--- config.mk ---
export PLATFORM = sky130hd
export DESIGN_NAME = systolic_feeder_2x2
export DESIGN_NICKNAME = d
export VERILOG_FILES = /design/src/rtl/systolic_feeder_2x2.sv
export SDC_FILE = /design/constraint.sdc
export NUM_CORES = 1
export LEC_CHECK = 0
export CAP_MARGIN = 20
export CORE_ASPECT_RATIO = 0.75
export CORE_MARGIN = 8
export CORE_UTILIZATION = 58
export DETAILED_ROUTE_END_ITERATION = 12
export PLACE_DENSITY = 0.84
export SLEW_MARGIN = 10
export SYNTH_ARGS = -nofsm -noshare
export SYNTH_HDL_FRONTEND = slang
export SYNTH_SLANG_ARGS = --single-unit
--- constraint.sdc ---
create_clock -name clk -period 5.5 [get_ports clk]
set_input_delay 0.55 -clock clk [delete_from_list [all_inputs] [get_ports clk]]
set_output_delay 0.55 -clock clk [all_outputs]
set_load 0.03 [all_outputs]
--- src/rtl/systolic_feeder_2x2.sv ---
// Purpose: reads 2x2 A and B operands from single-port RAMs, then feeds skewed, zero-padded streams into a 2x2 systolic array.
// Latency: start -> done is 9+DRAIN_CYCLES cycles (LOAD 5, FEED 3, DRAIN, DONE 1); next start is accepted the cycle after done.
// Backpressure: none; the sequence runs at a fixed cadence, and start is ignored outside IDLE.
//
// Ports: clk/rst (sync, active high); start; ram_a_*/ram_b_* read ports (1-cycle read latency), ram_we tied low;
//        acc_clr pulse; a_row0/a_row1 west streams; b_col0/b_col1 north streams; feed_valid; busy; done.
module systolic_feeder_2x2 #(
    parameter int DATA_WIDTH   = 16,
    parameter int ADDR_WIDTH   = 4,
    parameter int A_BASE       = 0,
    parameter int B_BASE       = 0,
    parameter int DRAIN_CYCLES = 2
) (
    input  logic                  clk,
    input  logic                  rst,
    input  logic                  start,
    output logic                  ram_a_en,
    output logic [ADDR_WIDTH-1:0] ram_a_addr,
    input  logic [DATA_WIDTH-1:0] ram_a_do,
    output logic                  ram_b_en,
    output logic [ADDR_WIDTH-1:0] ram_b_addr,
    input  logic [DATA_WIDTH-1:0] ram_b_do,
    output logic                  ram_we,
    output logic                  acc_clr,
    output logic [DATA_WIDTH-1:0] a_row0,
    output logic [DATA_WIDTH-1:0] a_row1,
    output logic [DATA_WIDTH-1:0] b_col0,
    output logic [DATA_WIDTH-1:0] b_col1,
    output logic                  feed_valid,
    output logic                  busy,
    output logic                  done
);

    // cnt covers LOAD (0..4), FEED (0..2) and DRAIN (0..DRAIN_CYCLES-1).
    localparam int CNT_W = (DRAIN_CYCLES > 8) ? $clog2(DRAIN_CYCLES) : 3;

    typedef enum logic [2:0] {
        IDLE  = 3'd0,
        LOAD  = 3'd1,
        FEED  = 3'd2,
        DRAIN = 3'd3,
        DONE  = 3'd4
    } state_t;

    state_t                 state;
    logic [CNT_W-1:0]       cnt;
    logic [DATA_WIDTH-1:0]  a_reg [4];
    logic [DATA_WIDTH-1:0]  b_reg [4];
    logic [1:0]             slot;

    // RAM data lags the address by one cycle, so LOAD step cnt holds word cnt-1.
    assign slot   = cnt[1:0] - 2'd1;
    assign ram_we = 1'b0;

    // Every output is registered, so each branch drives the values for the
    // cycle that follows the transition it takes.
    always_ff @(posedge clk) begin
        if (rst) begin
            state      <= IDLE;
            cnt        <= '0;
            ram_a_en   <= 1'b0;
            ram_b_en   <= 1'b0;
            ram_a_addr <= '0;
            ram_b_addr <= '0;
            acc_clr    <= 1'b0;
            a_row0     <= '0;
            a_row1     <= '0;
            b_col0     <= '0;
            b_col1     <= '0;
            feed_valid <= 1'b0;
            busy       <= 1'b0;
            done       <= 1'b0;
            for (int i = 0; i < 4; i++) begin
                a_reg[i] <= '0;
                b_reg[i] <= '0;
            end
        end else begin
            ram_a_en   <= 1'b0;
            ram_b_en   <= 1'b0;
            ram_a_addr <= '0;
            ram_b_addr <= '0;
            acc_clr    <= 1'b0;
            a_row0     <= '0;
            a_row1     <= '0;
            b_col0     <= '0;
            b_col1     <= '0;
            feed_valid <= 1'b0;
            done       <= 1'b0;

            case (state)
                IDLE: begin
                    if (start) begin
                        state      <= LOAD;
                        cnt        <= '0;
                        busy       <= 1'b1;
                        ram_a_en   <= 1'b1;
                        ram_b_en   <= 1'b1;
                        ram_a_addr <= ADDR_WIDTH'(A_BASE);
                        ram_b_addr <= ADDR_WIDTH'(B_BASE);
                    end
                end

                LOAD: begin
                    if (cnt != '0) begin
                        a_reg[slot] <= ram_a_do;
                        b_reg[slot] <= ram_b_do;
                    end
                    if (cnt == CNT_W'(4)) begin
                        // First feed step only needs A[0][0] and B[0][0], both already held.
                        state      <= FEED;
                        cnt        <= '0;
                        feed_valid <= 1'b1;
                        a_row0     <= a_reg[0];
                        b_col0     <= b_reg[0];
                    end else begin
                        cnt <= cnt + CNT_W'(1);
                        if (cnt == CNT_W'(3)) begin
                            acc_clr <= 1'b1;
                        end else begin
                            ram_a_en   <= 1'b1;
                            ram_b_en   <= 1'b1;
                            ram_a_addr <= ram_a_addr + ADDR_WIDTH'(1);
                            ram_b_addr <= ram_b_addr + ADDR_WIDTH'(1);
                        end
                    end
                end

                FEED: begin
                    // Row-major registers: a_reg = {A00,A01,A10,A11}, b_reg = {B00,B01,B10,B11}.
                    if (cnt == CNT_W'(0)) begin
                        cnt        <= CNT_W'(1);
                        feed_valid <= 1'b1;
                        a_row0     <= a_reg[1];
                        a_row1     <= a_reg[2];
                        b_col0     <= b_reg[2];
                        b_col1     <= b_reg[1];
                    end else if (cnt == CNT_W'(1)) begin
                        cnt        <= CNT_W'(2);
                        feed_valid <= 1'b1;
                        a_row1     <= a_reg[3];
                        b_col1     <= b_reg[3];
                    end else begin
                        state <= DRAIN;
                        cnt   <= '0;
                    end
                end

                DRAIN: begin
                    if (cnt == CNT_W'(DRAIN_CYCLES - 1)) begin
                        state <= DONE;
                        cnt   <= '0;
                        done  <= 1'b1;
                    end else begin
                        cnt <= cnt + CNT_W'(1);
                    end
                end

                DONE: begin
                    state <= IDLE;
                    busy  <= 1'b0;
                end

                default: begin
                    state <= IDLE;
                    busy  <= 1'b0;
                end
            endcase
        end
    end

endmodule

# Word level (Yosys, flattened, before mapping)

Memories as Yosys holds them, arrays and structs flattened.
Index checks and enable logic that the tools add are counted.
Widths: inputs -> output; s select.

Register bits: 83
Memory bits (writable): 128
Input bits: 35
Output and inout bits: 79
Memories: 2

Memory list:

| memory | depth | bits a word | read ports | clocked after Yosys merged registers in | write ports | line | source |
|---|---|---|---|---|---|---|---|
| a_reg  | 4     | 16          | 4          | 0                                       | 4           | 47   | `logic [DATA_WIDTH-1:0] a_reg [4];` |
| b_reg  | 4     | 16          | 4          | 0                                       | 4           | 48   | `logic [DATA_WIDTH-1:0] b_reg [4];` |

Add/sub/neg operators: 4
Eq/ne operators: 11
Multiplexer cells: 45
Bitwise operators: 4
Reductions and logical operators: 14

Operator list:

| operator            | number |
|---|---|
| $mux 16             | 10 |
| $pmux 16 s2         | 2 |
| $reduce_or 16->1    | 2 |
| $mux 3              | 8 |
| $pmux 3 s4          | 2 |
| $mux 1              | 16 |
| $ne 2x2->1 const B  | 5 |
| $eq 3x2->1 const B  | 3 |
| $add 4x1->4 const B | 2 |
| $mux 2              | 4 |
| $eq 3x1->1 const B  | 2 |
| $logic_not 3->1     | 2 |
| $pmux 1 s2          | 3 |
| $reduce_or 3->1     | 2 |
| $reduce_and 5->1    | 1 |
| $not 1->1           | 4 |
| $reduce_and 2->1    | 2 |
| $reduce_bool 4->1   | 1 |
| $reduce_or 2->1     | 2 |
| $reduce_or 4->1     | 1 |
| $add 3x1->3 const B | 1 |
| $eq 3x3->1 const B  | 1 |
| $reduce_bool 3->1   | 1 |
| $sub 2x1->2 const B | 1 |

# Longest topological paths before layout

Gate-level depths: netlist of the first run.

Depth after elaboration: 7
Mapped depth: 7
Depth with buffers taken out: 5

# Worst setup path after synthesis of the first run

No wires, ideal clock.

Kind: flip-flop to flip-flop
From: register cnt[0]
To: memory a_reg[1][0], enable pin
Arrival: 2139 ps
Slack: 2986 ps
Stages on the path, launching flop included: 7
Period minus slack after synthesis: 2514 ps
Cells stage by stage: dfxtp_1 inv_1 ha_1 nor2b_1 clkbuf_1 nor4b_4 or2_2

RTL lines:

| element                | line | source |
|---|---|---|
| from (decl)            | 46   | `logic [CNT_W-1:0] cnt;` |
| from (signal assigned) | 116  | `cnt <= cnt + CNT_W'(1);` |
| from (signal assigned) | 154  | `cnt <= cnt + CNT_W'(1);` |
| to (decl)              | 47   |  |

==> impl_metrics.xml, run 1 <==
<?xml version="1.0" encoding="UTF-8"?>
<metrics>
  <group name="worst_setup_path">
    <metric name="setup.reg_to_reg.worst_slack" unit="ns">1.78</metric>
    <metric name="critical_path_peak_fanout" unit="">42</metric>
    <metric name="cp_data_required_time" unit="ns">5.61</metric>
    <metric name="r2r_start" unit="">cnt[0]$_SDFFE_PP0P_</metric>
    <metric name="crit_top_cell" unit="">sky130_fd_sc_hd__buf_4</metric>
    <metric name="worstSetupEndpointType" unit="">flip-flop</metric>
    <metric name="timing.critical_path.slowest_cell_delay" unit="ns">0.81</metric>
    <metric name="setup.worst_path.class" unit="">reg2reg</metric>
    <metric name="timing.critical_path.arrival" unit="ns">3.83</metric>
    <metric name="crit-reg2reg-capture" unit="">a_reg[0][11]$_SDFFCE_PN0P_</metric>
    <metric name="worst_setup_path_start_kind" unit="">flip-flop</metric>
    <metric name="cp_slowest_cell" unit="">sky130_fd_sc_hd__nor3_4</metric>
    <metric name="reg2regPathDepth" unit="">7</metric>
    <metric name="crit_chain" unit="">inv_1, ha_1, buf_4, nor2b_4, buf_4, nor3_4, or2_2</metric>
  </group>
  <group name="floorplanning">
    <metric name="core_area" unit="mm²">0.0136</metric>
    <metric name="chipHeight" unit="µm">117</metric>
    <metric name="design.portCount" unit="">114</metric>
    <metric name="rows" unit="">37</metric>
    <metric name="die_area" unit="mm²">0.0177</metric>
    <metric name="die_x" unit="µm">151</metric>
    <metric name="floorplan.initialDensity" unit="%">58.6</metric>
  </group>
  <group name="clocking">
    <metric name="cts_setup_buffers" unit="">0</metric>
    <metric name="clk_root_buffer_cell" unit="">sky130_fd_sc_hd__clkbuf_16</metric>
    <metric name="clk_path_buf_depth" unit="">3</metric>
    <metric name="clkSlewWorstSetupHoldPaths" unit="ns">0.07</metric>
    <metric name="cts-resized-gates" unit="">0</metric>
    <metric name="cts_inserted_buffers" unit="">21</metric>
    <metric name="numClockSinks" unit="">211</metric>
    <metric name="cts_hold_repair.buffers" unit="">0</metric>
    <metric name="insertion_delay" unit="ns">0.49</metric>
    <metric name="cts.htree.levels" unit="">1</metric>
    <metric name="clock_tree_from_tritoncts" unit="">yes</metric>
  </group>
  <group name="synth">
    <metric name="async_reset_ff_share" unit="%">0</metric>
    <metric name="synth.yosys.seq_area_share" unit="%">69.3</metric>
    <metric name="synth_area_per_cell" unit="µm²">12.6</metric>
    <metric name="number_of_library_cell_types_mapped_by_synthesis" unit="">40</metric>
    <metric name="flop_and_latch_count_out_of_synthesis" unit="">211</metric>
    <metric name="synth-warning-count" unit="">0</metric>
    <metric name="dominantRegCellSynth" unit="">sky130_fd_sc_hd__edfxtp_1</metric>
    <metric name="synth_edf_count" unit="">128</metric>
    <metric name="cell_area_after_technology_mapping" unit="mm²">0.00795</metric>
    <metric name="mappedNetlistNets" unit="">674</metric>
    <metric name="gate_count_of_the_mapped_netlist" unit="">633</metric>
  </group>
  <group name="grt">
    <metric name="grt_remaining_overflow" unit="">0</metric>
    <metric name="grt_use_met3" unit="%">4.19</metric>
    <metric name="antenna_found_initial" unit="">0</metric>
    <metric name="grt_pass1_wl" unit="mm">29.4</metric>
    <metric name="grtUsageTotal" unit="%">20.8</metric>
    <metric name="globalRoute.busiestLayer" unit="">met2</metric>
    <metric name="grt_pass1_vias" unit="">5459</metric>
    <metric name="globalRouteMet1Util" unit="%">27.0</metric>
    <metric name="grt_max_degree" unit="">43</metric>
    <metric name="global_routing_met2_resource_utilization" unit="%">34.8</metric>
  </group>
  <group name="flow_run">
    <metric name="drv_cap" unit="">0</metric>
  </group>
  <group name="final_layout">
    <metric name="final_layout_net_count" unit="">773</metric>
    <metric name="area_used_by_sequential_logic_in_the_layout" unit="mm²">0.00551</metric>
    <metric name="multiInputGateArea" unit="mm²">0.00223</metric>
    <metric name="mostFrequentLayoutCell" unit="">sky130_fd_sc_hd__and2_1</metric>
    <metric name="final.fill_count" unit="">830</metric>
    <metric name="antenna_cells" unit="">0</metric>
    <metric name="most_used_cells_in_the_layout_excluding_fill_and_tap_cells" unit="">sky130_fd_sc_hd__and2_1, sky130_fd_sc_hd__edfxtp_1, sky130_fd_sc_hd__clkdlybuf4s50_1</metric>
    <metric name="drive_gt1_share" unit="%">6.85</metric>
    <metric name="syn_to_final_growth" unit="%">24.3</metric>
  </group>
  <group name="run_status">
    <metric name="status" unit="">completed</metric>
  </group>
  <group name="timing">
    <metric name="finalHoldViolations" unit="">0</metric>
    <metric name="clock_skew" unit="ns">0.0157</metric>
    <metric name="layout_worst_path_cycle_share" unit="%">67.7</metric>
    <metric name="layout_setup_ws" unit="ns">1.78</metric>
    <metric name="slew_of_the_pin_with_the_lowest_slew_margin" unit="ns">0.980</metric>
    <metric name="holdWs" unit="ns">0.466</metric>
    <metric name="layout_min_cycle_time" unit="ns">3.72</metric>
    <metric name="max_clock_freq" unit="MHz">269</metric>
    <metric name="maxSlewViolCount" unit="">0</metric>
    <metric name="max_slew_margin" unit="%">34.4</metric>
    <metric name="rsz0062_at_grt" unit="">false</metric>
    <metric name="setup_violations" unit="">0</metric>
    <metric name="fin_setup_tns" unit="ns">0</metric>
  </group>
  <group name="power">
    <metric name="internal-power" unit="W">0.00261</metric>
    <metric name="power.share.clock" unit="%">40.8</metric>
    <metric name="leak_pwr" unit="nW">3.50</metric>
    <metric name="finalPower" unit="W">0.00335</metric>
    <metric name="power.switching" unit="W">0.000738</metric>
    <metric name="worst_ir_drop_vdd" unit="mV">0.294</metric>
    <metric name="comb_power_share" unit="%">6.9</metric>
    <metric name="swShare" unit="%">22.0</metric>
    <metric name="power-per-cell-area" unit="mW/mm²">339</metric>
    <metric name="p_seq_share" unit="%">52.3</metric>
  </group>
  <group name="detailed_routing">
    <metric name="detailroute.via_count" unit="">5364</metric>
    <metric name="totalWireLength" unit="mm">18.6</metric>
    <metric name="drt-wirelength-per-cell" unit="µm">20.2</metric>
    <metric name="dr.first_iter.drc_count" unit="">534</metric>
    <metric name="ant_nets" unit="">0</metric>
    <metric name="post-route-drc-count" unit="">0</metric>
    <metric name="dr.pass1.iters" unit="">6</metric>
    <metric name="detail_route.vias_per_cell" unit="">5.84</metric>
  </group>
  <group name="placement">
    <metric name="hpwl_after_detailed_placement" unit="mm">11.7</metric>
    <metric name="post-place-ws" unit="ns">1.41</metric>
    <metric name="port_buffers" unit="">112</metric>
    <metric name="global_placement_routability_congestion" unit="">0.870</metric>
  </group>
  <group name="hold_path">
    <metric name="hp-class" unit="">reg2reg</metric>
    <metric name="hp-start" unit="">ram_a_addr[0]$_SDFF_PP0_</metric>
    <metric name="timing.hold.worst_endpoint" unit="">ram_a_addr[0]$_SDFF_PP0_</metric>
    <metric name="number_of_cells_traversed_by_the_worst_hold_path" unit="">1</metric>
  </group>
</metrics>
power groups by stage:
stage	clock [W]	combinational [W]	sequential (W)
6_report	0.00137	0.000231	0.00175
4_1_cts	0.00137	0.000222	0.00175
3_3_place_gp	0	0.000210	0.00178
5_1_grt	0.00144	0.000247	0.00175
3_5_place_dp	0	0.000221	0.00178
2_1_floorplan	0	0.000129	0.00178
cells by family after synthesis:
kind of cell	count (synthesis)	share of synthesized area (%)
DFF	211	69.3
buffers and inverters	54	3.04
xor gates and xnor gates	5	0.551
other	1	0.0472
and+or+nand+nor	275	19.7
adders and majority gates	6	0.945
AOI/OAI and AO/OA	81	6.44
synthesized netlist by cell type, types with 4 or more instances:
library cell	number	area (µm²)
sky130_fd_sc_hd__nor2_1	43	161
sky130_fd_sc_hd__clkbuf_1	29	109
sky130_fd_sc_hd__dfxtp_1	83	1660
sky130_fd_sc_hd__buf_2	7	35.0
sky130_fd_sc_hd__or2_2	4	25.0
sky130_fd_sc_hd__buf_1	7	26.3
sky130_fd_sc_hd__inv_1	6	22.5
sky130_fd_sc_hd__a22oi_1	32	240
sky130_fd_sc_hd__edfxtp_1	128	3840
sky130_fd_sc_hd__nor3_1	7	35.0
sky130_fd_sc_hd__a21oi_1	36	180
sky130_fd_sc_hd__ha_1	6	75.1
sky130_fd_sc_hd__nand2_1	6	22.5
sky130_fd_sc_hd__and2_1	129	807
sky130_fd_sc_hd__nand3_1	68	340
layout make-up:
cell class                 instances  area share [%]
sequential                       211            55.7
multi-input combinational        368            22.6
timing repair buffer             124            12.6
clock buffer                      29            6.05
tap                              175            2.22
clock inverter                     6           0.557
inverter                           6           0.228
worst max-delay path by stage:
stage,from,to
6_report,cnt[0]$_SDFFE_PP0P_,a_reg[0][11]$_SDFFCE_PN0P_
5_1_grt,cnt[0]$_SDFFE_PP0P_,a_reg[0][2]$_SDFFCE_PN0P_
4_1_cts,cnt[0]$_SDFFE_PP0P_,a_reg[0][11]$_SDFFCE_PN0P_
3_5_place_dp,rst,a_reg[0][10]$_SDFFCE_PN0P_
3_3_place_gp,rst,a_reg[0][7]$_SDFFCE_PN0P_
2_1_floorplan,cnt[0]$_SDFFE_PP0P_,a_reg[1][0]$_SDFFCE_PN0P_
layer usage:
| metal | vias up | share of wire [%] |
|---|---|---|
| met4 | 0 | 3.0 |
| met5 | - | 0 |
| met2 | 283 | 49 |
| met3 | 57 | 8.7 |
| met1 | 2612 | 39 |
| li1 | 2412 | - |
per-stage QoR:
stage / instances / utilization (%) / instance area (µm²)
2_1_floorplan: 633 / - / 7950
3_3_place_gp: 881 / 67.6 / 9170
3_5_place_dp: 882 / 67.7 / 9190
4_1_cts: 917 / 72.5 / 9840
5_1_grt: 919 / 72.8 / 9880
6_report: 919 / 72.8 / 9880
critical path: cells and delay by family (launching register included):
family | cells | cell delay (ns)
buf+inv | 3 | 0.73
flops | 1 | 0.50
fa+ha+maj | 1 | 0.23
simple gates | 3 | 1.86
No activity file was read; power rests on OpenSTA's default activity.
==> inputs of run 2 (changes only) <==
- CORE_UTILIZATION: 58 -> 49
- PLACE_DENSITY: 0.84 -> 0.76
- clock period: 5.5 -> 3.2 ns (I/O delays scaled with it)
==> run 2 against run 1 <==
  * Combinational power increased by 70%
  * Count of clock-buffer cells in the layout increased by 1
  * Non-clock buffer count increased by 8
  * Critical path depth unchanged
  * Wire length decreased by 5.6%
  * Power increased by 72%
  * Sequential power increased by 71%
  * Clock power increased by 72%
  * Cell count increased by 4.8%
  * Critical endpoint is now a_row0[6]$_SDFF_PP0_
  * Sequential share of layout area decreased by 0.64 points
  * Die area increased by 16%
  * Register-to-register slack got worse by 1.2 ns
==> impl_metrics.xml, run 2 (synthesis gave the netlist of run 1 again) <==
<?xml version="1.0" encoding="UTF-8"?>
<metrics>
  <group name="detailed_routing">
    <metric name="detail_route.vias_per_cell" unit="">5.38</metric>
    <metric name="post-route-drc-count" unit="">0</metric>
    <metric name="ant_nets" unit="">0</metric>
    <metric name="dr.pass1.iters" unit="">5</metric>
    <metric name="totalWireLength" unit="mm">17.6</metric>
    <metric name="detailroute.via_count" unit="">5185</metric>
    <metric name="drt-wirelength-per-cell" unit="µm">18.2</metric>
    <metric name="dr.first_iter.drc_count" unit="">409</metric>
  </group>
  <group name="final_layout">
    <metric name="final_util" unit="%">62.6</metric>
    <metric name="syn_to_final_growth" unit="%">25.8</metric>
    <metric name="final_layout_net_count" unit="">780</metric>
    <metric name="mostFrequentLayoutCell" unit="">sky130_fd_sc_hd__and2_1</metric>
    <metric name="most_used_cells_in_the_layout_excluding_fill_and_tap_cells" unit="">sky130_fd_sc_hd__and2_1, sky130_fd_sc_hd__edfxtp_1, sky130_fd_sc_hd__clkdlybuf4s50_1</metric>
    <metric name="drive_gt1_share" unit="%">8.23</metric>
    <metric name="antenna_cells" unit="">0</metric>
    <metric name="final_design_area_no_fill" unit="mm²">0.0100</metric>
  </group>
  <group name="power">
    <metric name="worst_ir_drop_vdd" unit="mV">0.398</metric>
    <metric name="power-per-cell-area" unit="mW/mm²">576</metric>
    <metric name="leak_pwr" unit="nW">3.54</metric>
  </group>
  <group name="clocking">
    <metric name="insertion_delay" unit="ns">0.49</metric>
    <metric name="clk_root_buffer_cell" unit="">sky130_fd_sc_hd__clkbuf_16</metric>
    <metric name="cts_setup_buffers" unit="">0</metric>
    <metric name="cts-resized-gates" unit="">0</metric>
    <metric name="clkSlewWorstSetupHoldPaths" unit="ns">0.07</metric>
    <metric name="cts_inserted_buffers" unit="">20</metric>
    <metric name="numClockSinks" unit="">211</metric>
    <metric name="clock_tree_from_tritoncts" unit="">yes</metric>
    <metric name="clk_path_buf_depth" unit="">3</metric>
    <metric name="cts_hold_repair.buffers" unit="">0</metric>
    <metric name="cts.htree.levels" unit="">1</metric>
  </group>
  <group name="worst_setup_path">
    <metric name="critical_path_peak_fanout" unit="">41</metric>
    <metric name="crit_top_cell" unit="">sky130_fd_sc_hd__buf_4</metric>
    <metric name="cp_slowest_cell" unit="">sky130_fd_sc_hd__and2_1</metric>
    <metric name="cp_data_required_time" unit="ns">3.57</metric>
    <metric name="worstSetupEndpointType" unit="">flip-flop</metric>
    <metric name="critical-path-top-delay-family" unit="">buffers and inverters</metric>
    <metric name="timing.critical_path.slowest_cell_delay" unit="ns">0.57</metric>
    <metric name="worstPathBufferInverterCount" unit="">3</metric>
    <metric name="worst_setup_path_start_kind" unit="">flip-flop</metric>
    <metric name="crit_chain" unit="">inv_1, ha_2, buf_4, and2_1, buf_4, nand3_1, a21oi_1</metric>
    <metric name="setup.worst_path.class" unit="">reg2reg</metric>
    <metric name="timing.critical_path.arrival" unit="ns">2.95</metric>
  </group>
  <group name="floorplanning">
    <metric name="die_x" unit="µm">163</metric>
    <metric name="chipHeight" unit="µm">126</metric>
    <metric name="rows" unit="">40</metric>
    <metric name="die_area" unit="mm²">0.0206</metric>
    <metric name="design.portCount" unit="">114</metric>
    <metric name="floorplan.initialDensity" unit="%">49.8</metric>
    <metric name="core_area" unit="mm²">0.0160</metric>
  </group>
  <group name="timing">
    <metric name="max_slew_margin" unit="%">43.9</metric>
    <metric name="finalHoldViolations" unit="">0</metric>
    <metric name="holdWs" unit="ns">0.458</metric>
    <metric name="setup_violations" unit="">0</metric>
    <metric name="maxSlewViolCount" unit="">0</metric>
    <metric name="slew_of_the_pin_with_the_lowest_slew_margin" unit="ns">0.841</metric>
    <metric name="layout_min_cycle_time" unit="ns">2.58</metric>
    <metric name="max_clock_freq" unit="MHz">387</metric>
    <metric name="layout_setup_ws" unit="ns">0.619</metric>
    <metric name="clock_skew" unit="ns">0.0139</metric>
    <metric name="fin_setup_tns" unit="ns">0</metric>
    <metric name="layout_worst_path_cycle_share" unit="%">80.7</metric>
    <metric name="rsz0062_at_grt" unit="">false</metric>
  </group>
  <group name="grt">
    <metric name="grt_use_met3" unit="%">5.05</metric>
    <metric name="grt_pass1_wl" unit="mm">28.0</metric>
    <metric name="global_routing_met2_resource_utilization" unit="%">26.9</metric>
    <metric name="grt_pass1_vias" unit="">5202</metric>
    <metric name="globalRouteMet1Util" unit="%">22.7</metric>
    <metric name="grt_max_degree" unit="">42</metric>
    <metric name="antenna_found_initial" unit="">2</metric>
    <metric name="globalRoute.busiestLayer" unit="">met2</metric>
    <metric name="grt_remaining_overflow" unit="">0</metric>
    <metric name="grtUsageTotal" unit="%">17.1</metric>
  </group>
  <group name="placement">
    <metric name="global_placement_routability_congestion" unit="">0.859</metric>
    <metric name="post-place-ws" unit="ns">0.523</metric>
    <metric name="placed_cell_area" unit="mm²">0.00933</metric>
    <metric name="port_buffers" unit="">112</metric>
    <metric name="hpwl_after_detailed_placement" unit="mm">11.6</metric>
  </group>
  <group name="flow_run">
    <metric name="drv_cap" unit="">0</metric>
  </group>
  <group name="run_status">
    <metric name="status" unit="">completed</metric>
  </group>
  <group name="hold_path">
    <metric name="hp-class" unit="">in2reg</metric>
  </group>
</metrics>
==> run 2: cell count changes in the layout (fill, tap and decap cells not counted), moves of 2 or more <==
| cell | previous run | this run |
|---|---|---|
| sky130_fd_sc_hd__buf_12 | 0 | 2 |
| sky130_fd_sc_hd__clkbuf_8 | 0 | 3 |
| sky130_fd_sc_hd__buf_8 | 2 | 0 |
| sky130_fd_sc_hd__clkbuf_16 | 23 | 21 |
| sky130_fd_sc_hd__buf_4 | 9 | 18 |
==> run 2: routing by layer <==
layer | vias up | routed length (µm)
met4 | 4 | 305
met3 | 33 | 1670
met5 | - | 26
li1 | 2434 | -
met2 | 208 | 8000
met1 | 2506 | 7560
==> run 2: tightest hold or removal path, stage by stage <==
cell and delay, ns:
sky130_fd_sc_hd__clkdlybuf4s50_1 0.45, sky130_fd_sc_hd__nand3_1 0.08, sky130_fd_sc_hd__nand2_1 0.05
==> run 2: worst paths after layout <==
| kind | start | end | slack (ns) | cells past startpoint |
|---|---|---|---|---|
| setup / recovery | cnt[0]$_SDFFE_PP0P_ | a_row0[6]$_SDFF_PP0_ | 0.62 | 7 |
| hold / removal | start | ram_b_en$_SDFF_PP0_ | 0.46 | 3 |
| setup reg to reg | cnt[0]$_SDFFE_PP0P_ | a_row0[6]$_SDFF_PP0_ | 0.62 | 7 |
| hold reg to reg | ram_a_addr[0]$_SDFF_PP0_ | ram_a_addr[0]$_SDFF_PP0_ | 0.46 | 1 |
==> run 2: power by group <==
| group | switching (W) | internal [W] | leakage [nW] |
|---|---|---|---|
| sequential | 0.0000374 | 0.00297 | 1.99 |
| combinational | 0.000253 | 0.000139 | 1.22 |
| clock | 0.000932 | 0.00143 | 0.324 |
==> run 2: layout make-up <==
| class | count | area [µm²] |
|---|---|---|
| clock buffers | 30 | 589 |
| clock inverters | 6 | 76.3 |
| fillers | 1195 | 5970 |
| inverters | 6 | 22.5 |
| multi-input cells | 368 | 2240 |
| flip-flops and latches | 211 | 5510 |
| well taps | 210 | 263 |
| repair buffers | 132 | 1300 |
==> run 2: through the flow <==
stage	std cells	total power [W]
after CTS	963	0.00581
after global placement	927	0.00344
final	963	0.00576
after detailed placement	927	0.00345
after global routing	963	0.00595
after floorplan	633	0.00328
==> variant (flow settings as in run 1) <==
Encoding of `state_t`: now one-hot (5 bits for 5 states).
--- a/src/rtl/systolic_feeder_2x2.sv
+++ b/src/rtl/systolic_feeder_2x2.sv
@@ -36,8 +36,8 @@
 
-    typedef enum logic [2:0] {
-        IDLE  = 3'd0,
-        LOAD  = 3'd1,
-        FEED  = 3'd2,
-        DRAIN = 3'd3,
-        DONE  = 3'd4
+    typedef enum logic [4:0] {
+        IDLE  = 5'b00001,
+        LOAD  = 5'b00010,
+        FEED  = 5'b00100,
+        DRAIN = 5'b01000,
+        DONE  = 5'b10000
     } state_t;
Behaviour: same outputs for any inputs over 4 cycles, from zero or initial values and one cycle with rst high; so few cycles prove little.
==> variant against run 1 <==
- final area about the same
- sequential share of layout area is 0.43 points higher
- area after synthesis is 0.44% higher
- die area is 0.39% higher
- setup slack got worse by 310 ps
- first-iteration DRC count shrank 1.3%
- critical path depth unchanged
- clock power down 4%
- count of clock-buffer cells in the layout rose by 4
- power is 5.5% lower
- sequential cell count grew 2
- wire length shrank 3.4%
- highest routed layer unchanged
==> variant: results (changes against run 1) <==
dp_hpwl_um: 11400  # -2.4%
cp.arrival_ps: 4140  # +310 ps
r2r_setup_slack_ps: 1470  # -310 ps
grt_usage: 0.195  # -0.0128
firstDrtPassIters: 5  # -1
grt_start_max_net_pins: 38  # -12%
grt_pass1_vias: 5189  # -4.9%
ff_latch_area_um2: 5550  # +0.73%
vdd_drop_max_mv: 0.217  # -26%
synthesis.nets: 653  # -3.1%
synth.avg_cell_area_um2: 13.1  # +4.1%
cts_buffers: 20  # -4.8%
status: "completed"
p_leak_nw: 3.52  # +0.63%
synth_common_cells: "and2_1 (128), edfxtp_1 (128), dfxtp_1 (85)"
path_max_fanout: 37  # -12%
max_stage_delay_ps: 850  # +40 ps
cp_slowest_cell: "and3_1"
drive_gt1_frac: 0.0715  # +0.00298
drt_iter0_drc: 527  # -1.3%
cp-endpoint: "a_reg[1][12]$_SDFFCE_PN0P_"
dp.cells: 865  # -1.9%
yosysUniqueCellTypes: 50  # +25%
worstMarginPinSlew_ps: 1050  # +68.2 ps
nets: 755  # -2.3%
fillers: 856  # +3.1%
fin_skew_ps: 15.2  # -0.485 ps
wire_per_inst_um: 19.9  # -1.6%
[variant: changes by cell type after synthesis, moves of 10 or more]
cell / change
a21oi_1: -32
a22oi_1: +32
clkbuf_1: -10
nand3_1: -62
nor2_1: +38
[variant: logic make-up (layout without fill, tap and decap cells)]
| logic type | Yosys count | after routing | share of synthesized area |
|---|---|---|---|
| flops | 213 | 213 | 0.695 |
| fa+ha+maj | 7 | 7 | 0.0110 |
| mux | 1 | 1 | 0.00141 |
| other cells | 1 | 1 | 0.000470 |
| compound gates | 83 | 83 | 0.0784 |
| buf+inv | 48 | 164 | 0.0304 |
| simple gates | 253 | 253 | 0.178 |
| xor+xnor | 5 | 5 | 0.00549 |
[variant: cell type report]
cell class | instances | share of cell area
clock buffers | 33 | 0.0618
clock inverters | 3 | 0.00177
inverters | 8 | 0.00304
multi-input cells | 350 | 0.227
flip-flops and latches | 213 | 0.562
well taps | 175 | 0.0222
repair buffers | 120 | 0.122
[variant: metrics by stage]
step / hold WS, ps / worst slack [ps]
after global placement: 437 / 1590
after detailed placement: 467 / 1550
final: 469 / 1470
after floorplan: 459 / 525
after global routing: 490 / 1230
after CTS: 481 / 1630
[variant: report_power, final]
part / leakage, nW / total (mW) / internal, mW / switching, mW
Sequential: 2.01 / 1.74 / 1.72 / 0.0159
Combinational: 1.21 / 0.118 / 0.0458 / 0.0720
Clock: 0.305 / 1.31 / 0.758 / 0.549
Total: 3.52 / 3.16 / 2.53 / 0.637
[variant: per-layer routing]
metal | track usage | wire [um] | up-vias
met5 | 0 | 0 | -
met4 | 0.0506 | 266 | 0
met3 | 0.0423 | 1720 | 28
met2 | 0.323 | 8790 | 257
met1 | 0.255 | 7190 | 2495
li1 | - | - | 2346
